--- src/rtl/cpu_run_sequencer.sv ---
// Run-control sequencer for the 8-bit two-stage CPU: owns the PC and the IF/ID
// register, gates the register-file write and counts retired instructions.
module cpu_run_sequencer #(
    parameter int                     PC_WIDTH    = 4,
    parameter int                     INSTR_WIDTH = 8,
    parameter logic [INSTR_WIDTH-1:0] HALT_OPCODE = 8'hFF,
    parameter int                     CNT_WIDTH   = 16
) (
    input  logic                   clk,
    input  logic                   rst,
    input  logic                   start,
    input  logic                   step,
    input  logic                   halt_req,
    input  logic                   bp_en,
    input  logic [PC_WIDTH-1:0]    bp_addr,
    input  logic [INSTR_WIDTH-1:0] instr_in,
    output logic [PC_WIDTH-1:0]    pc,
    output logic [INSTR_WIDTH-1:0] ifid_instr,
    output logic                   ifid_valid,
    output logic                   reg_write_en,
    output logic                   busy,
    output logic                   paused,
    output logic                   done,
    output logic [CNT_WIDTH-1:0]   retired_count,
    output logic [2:0]             state_dbg
);

    // Control pulses: start and step are single-cycle strobes sampled on the
    // rising edge; they are only acted on in the states that accept them and
    // are silently dropped elsewhere. halt_req is a level, sampled only in RUN.

    typedef enum logic [2:0] {
        IDLE   = 3'd0,
        RUN    = 3'd1,
        STEP   = 3'd2,
        DRAIN  = 3'd3,
        PAUSED = 3'd4,
        DONE   = 3'd5
    } state_t;

    localparam logic REASON_PAUSE = 1'b0;
    localparam logic REASON_DONE  = 1'b1;

    state_t state, state_next;
    logic   reason, reason_next;
    logic   skip_bp, skip_bp_next;
    logic   fetch;
    logic   restart;
    logic   is_halt;
    logic   bp_hit;

    assign is_halt = (instr_in == HALT_OPCODE);
    assign bp_hit  = bp_en && (pc == bp_addr) && !skip_bp;

    always_ff @(posedge clk or posedge rst) begin
        if (rst) begin
            state   <= IDLE;
            reason  <= REASON_PAUSE;
            skip_bp <= 1'b0;
        end else begin
            state   <= state_next;
            reason  <= reason_next;
            skip_bp <= skip_bp_next;
        end
    end

    always_comb begin
        state_next   = state;
        reason_next  = reason;
        skip_bp_next = skip_bp;
        fetch        = 1'b0;
        restart      = 1'b0;
        case (state)
            IDLE, DONE: begin
                if (start) begin
                    restart      = 1'b1;
                    skip_bp_next = 1'b0;
                    state_next   = RUN;
                end
            end
            RUN: begin
                if (is_halt) begin
                    reason_next = REASON_DONE;
                    state_next  = DRAIN;
                end else if (bp_hit) begin
                    reason_next = REASON_PAUSE;
                    state_next  = DRAIN;
                end else if (halt_req) begin
                    reason_next = REASON_PAUSE;
                    state_next  = DRAIN;
                end else begin
                    fetch        = 1'b1;
                    skip_bp_next = 1'b0;
                end
            end
            STEP: begin
                // A single step ignores breakpoint and halt_req, but never
                // executes the HALT opcode.
                if (is_halt) begin
                    reason_next = REASON_DONE;
                end else begin
                    fetch        = 1'b1;
                    skip_bp_next = 1'b0;
                    reason_next  = REASON_PAUSE;
                end
                state_next = DRAIN;
            end
            DRAIN: begin
                state_next = (reason == REASON_DONE) ? DONE : PAUSED;
            end
            PAUSED: begin
                if (start) begin
                    skip_bp_next = 1'b1;
                    state_next   = RUN;
                end else if (step) begin
                    state_next = STEP;
                end
            end
            default: begin
                state_next = IDLE;
            end
        endcase
    end

    // The IF/ID slot is valid only on the cycle after a fetch, so every
    // non-fetching edge retires the pending instruction and empties the slot.
    always_ff @(posedge clk or posedge rst) begin
        if (rst) begin
            pc         <= '0;
            ifid_instr <= '0;
            ifid_valid <= 1'b0;
        end else begin
            ifid_valid <= fetch;
            if (restart) begin
                pc <= '0;
            end else if (fetch) begin
                pc         <= pc + PC_WIDTH'(1);
                ifid_instr <= instr_in;
            end
        end
    end

    always_ff @(posedge clk or posedge rst) begin
        if (rst) begin
            retired_count <= '0;
        end else if (restart) begin
            retired_count <= '0;
        end else if (ifid_valid && (retired_count != {CNT_WIDTH{1'b1}})) begin
            retired_count <= retired_count + CNT_WIDTH'(1);
        end
    end

    assign reg_write_en = ifid_valid;
    assign busy         = (state == RUN) || (state == STEP) || (state == DRAIN);
    assign paused       = (state == PAUSED);
    assign done         = (state == DONE);
    assign state_dbg    = state;

    valid_only_in_run_or_drain: assert property (
        @(posedge clk) disable iff (rst)
        ifid_valid |-> (state == RUN || state == DRAIN)
    );

    halt_never_in_ifid: assert property (
        @(posedge clk) disable iff (rst)
        ifid_valid |-> (ifid_instr != HALT_OPCODE)
    );

endmodule

--- config.mk ---
export PLATFORM = sky130hd
export DESIGN_NAME = cpu_run_sequencer
export DESIGN_NICKNAME = d
export VERILOG_FILES = /design/src/rtl/cpu_run_sequencer.sv
export SDC_FILE = /design/constraint.sdc
export NUM_CORES = 1
export LEC_CHECK = 0
export BUFFER_PORTS_ARGS = -buffer_cell sky130_fd_sc_hd__buf_2
export CAP_MARGIN = 40
export CORE_MARGIN = 8
export CORE_UTILIZATION = 40
export DETAILED_ROUTE_END_ITERATION = 8
export PLACE_DENSITY = 0.67
export SYNTH_ARGS = -nofsm -noshare
export SYNTH_HDL_FRONTEND = slang
export SYNTH_SLANG_ARGS = --single-unit
--- constraint.sdc ---
create_clock -name clk -period 1.9 [get_ports clk]
set_clock_uncertainty 0.1 [all_clocks]
set_input_delay 0.38 -clock clk [delete_from_list [all_inputs] [get_ports clk]]
set_output_delay 0.38 -clock clk [all_outputs]
set_load 0.1 [all_outputs]
==> impl_metrics.yaml <==
worst_setup_path:
  critPathTopFamily: "flip-flops"
  endpoint_kind: "register"
  timing.rr.end: "ifid_instr[0]$_DFFE_PP0P_"
  critPathMaxStageDelay_ns: 0.43
  required_ns: 1.97
  r2r_start: "pc[0]$_DFFE_PP0P_"
  path_class: "reg2reg"
  path_max_fanout: 5
  path_buf_inv: 3
  worstPathArrival_ns: 2.02
  r2r_cells: 7
  path_cells: "inv_2 -> a222oi_1 -> buf_4 -> a31oi_4 -> buf_12 -> nor2_4 -> mux2_2"
  r2r_setup_slack_ns: -0.05
  start_kind: "register"
  cp_slowest_cell: "dfrtp_4"
cts:
  clock-sinks: 34
  cts_tree: "done"
  insertion_delay_ns: 0.28
  ctsRootBufferMaster: "clkbuf_8"
  clockBufferDepth: 2
  cts_buffers: 5
  cts_hold_buf: 0
  htreeDepth: 2
  clkSlewWorstSetupHoldPaths_ns: 0.07
finish:
  layout-drive-gt1-share_pct: 51.52
  area_delta_synth_final_pct: 46.25
  final.fill_count: 380
  nNetsFinal: 283
  antenna_cells: 0
grt:
  grt_pass1_wl_um: 8176
  antenna_found_initial: 0
  grt_overflow_total: 0
  grt_pass1_vias: 1736
  grt.total_usage_pct: 13.69
  grt_max_degree: 35
synthesis:
  synth_flop_cell: "dfrtp_1"
  netlist_area_mm2: 0.001818
  synth_top_family_by_area: "simple AND/OR/NAND/NOR gates"
  synth-seq-area-share_pct: 46.80
  synthAdderAreaFrac_pct: 1.376
  async_reset_ff_share_pct: 100.0
  syn_nets: 207
  synth-seq-cells: 34
  synthMuxAreaShare_pct: 6.056
  synth_compound_area_share_pct: 13.70
  synth-xor-area-share_pct: 6.263
  syn_area_per_cell_um2: 9.722
  synthDistinctLibCells: 41
  synth_cells: 187
  synth_warnings: 0
  synth-simple-area-share_pct: 22.09
  synth_edf_count: 0
hold_path:
  hold_class: "in2async"
timing:
  fmax_mhz: 512.3
  rsz0062_at_grt: "true"
  final.period_utilization_pct: 102.7
  setup_violations: 10
  whs_ns: 0.07972
  worst_pin_slew_ns: 0.5008
  fin_crit_ns: 1.952
  timing.final.ws_setup_ns: -0.05213
  slew_headroom_pct: 66.84
  hold_viol: 0
  slew_violations: 0
run_status:
  status: "finished, violations left"
  violations: "negative setup slack"
power:
  p_leak_nw: 1.199
  power.density_mw_per_mm2: 1842
  ir_drop_v: 0.001541
floorplan:
  dieHeight_um: 83.42
  core_area_mm2: 0.004354
  dieArea_mm2: 0.006958
  placementRows: 24
  pin_count: 54
  fp.dieW_um: 83.42
  start_util_pct: 41.75
detailed_routing:
  dr.pass1.iters: 4
  routed_wl_um: 4912
  routedWlPerCell_um: 15.54
  avgViaCountPerCell: 5.389
  route.vias.total: 1703
  drtIter0Drc: 85
  drc_errors: 0
  antenna_left: 0
placement:
  preCtsSetupSlack_ns: -0.02228
  io_buffers: 53
  finalWeightedCongestion: 0.8266
  dp_hpwl_um: 3457
flow_run:
  cap_violations: 0
==> logic make-up after synthesis <==
kind of cell	Yosys count
compound gates	34
flops	34
simple gates	78
mux	10
xor+xnor	13
buf+inv	16
fa+ha+maj	2
==> synth_stat cells, types with 5 or more instances <==
library cell  number  area, um^2
a21oi_1            5       25.02
and3_1             7       43.79
dfrtp_1           34       850.8
inv_1              8       30.03
mux2_2             8       90.09
nand2_1            5       18.77
nand2b_1           7       43.79
nand3_1            7       35.03
nand4_1            7       43.79
nor2_1            26       97.59
nor3_1             8       40.04
o21ai_0            7       35.03
xor2_1             9       78.83
==> layer usage <==
metal / vias to the layer above / track usage [%] / routed length, um
li1: 827 / - / -
met1: 820 / 17.51 / 2281
met2: 51 / 21.64 / 2316
met3: 5 / 4.785 / 289
met4: 0 / 2.826 / 25
met5: - / 0 / 0
==> final cells by class <==
class	count	area (um^2)	share of cell area, %
multi-input cells	138	1033	38.87
well taps	52	65.06	2.447
clock buffers	7	86.33	3.247
flip-flops and latches	34	920.9	34.64
clock inverters	1	5.005	0.1882
repair buffers	75	510.5	19.20
inverters	9	37.54	1.412
==> sequential cells by signal, indices dropped and copies added (netlist names) <==
register and flops:
retired_count 16, reason 1, ifid_instr 8, pc 4, skip_bp 1, state_dbg 3, ifid_valid 1
==> through the flow <==
stage	instance area, um^2	instances	utilization [%]	total power, mW	setup TNS (ns)
floorplan	1976	187	-	3.485	-3.978
global placement	2416	302	55.49	4.028	-0.2007
detailed placement	2416	302	55.49	4.060	-0.09186
CTS	2522	311	57.93	4.651	-0.01065
global route	2659	316	61.06	5.122	-1.114
finish	2659	316	61.06	4.898	-0.2874
==> what timing repair did <==
| item | CTS | global route |
|---|---|---|
| endpoints found under the setup margin | 8 | 19 |
| gates resized for setup | 2 | 21 |
| buffers inserted | 0 | 5 |
| gates cloned | 1 | 0 |
| pin swaps | 1 | 4 |
| endpoints found under the hold margin | 0 | 0 |
==> worst reg2reg max path: stages (launching register included) <==
cell and delay, ns:
dfrtp_4 0.43, inv_2 0.05, a222oi_1 0.30, buf_4 0.18, a31oi_4 0.10, buf_12 0.16, nor2_4 0.17, mux2_2 0.37
==> power by group <==
group | internal [mW] | switching, mW
combinational | 0.873 | 2.33
sequential | 0.968 | 0.183
clock | 0.292 | 0.255
total | 2.13 | 2.76
==> layout by cell type, fill, tap and decap left out, types with 2 or more instances in the layout <==
cell       count
buf_12         4
o21ai_2        2
inv_1          5
nor2b_1        3
nor3_1         6
o2111ai_2      2
inv_2          3
and3_1         7
clkbuf_8       6
nor2_4         4
nor2_1        23
mux2_4         4
dfrtp_2        8
ha_1           2
mux2_2         4
dfrtp_1       10
nand3_1        7
o211ai_1       2
nor3_4         2
nand2b_1       5
o21ai_0        5
xnor2_1        4
buf_6          2
a211oi_1       4
buf_4         17
xor2_1         9
or3_1          2
nand2_1        5
a31oi_1        4
buf_8          2
mux2i_1        2
dfrtp_4       16
buf_2         50
a21oi_1        5
nand4_1        7
==> worst max path at each step <==
stage,end,startpoint,slack (ns),depth (start not counted)
after floorplan,ifid_instr[0]$_DFFE_PP0P_,pc[0]$_DFFE_PP0P_,-0.34,5
after global placement,ifid_instr[6]$_DFFE_PP0P_,bp_addr[0],-0.03,6
after detailed placement,ifid_instr[0]$_DFFE_PP0P_,bp_addr[0],-0.02,6
after CTS,ifid_instr[1]$_DFFE_PP0P_,pc[0]$_DFFE_PP0P_,-0.007,6
after global routing,ifid_instr[7]$_DFFE_PP0P_,pc[0]$_DFFE_PP0P_,-0.12,7
final,ifid_instr[0]$_DFFE_PP0P_,pc[0]$_DFFE_PP0P_,-0.05,7
No activity file was read; power rests on OpenSTA's default activity.
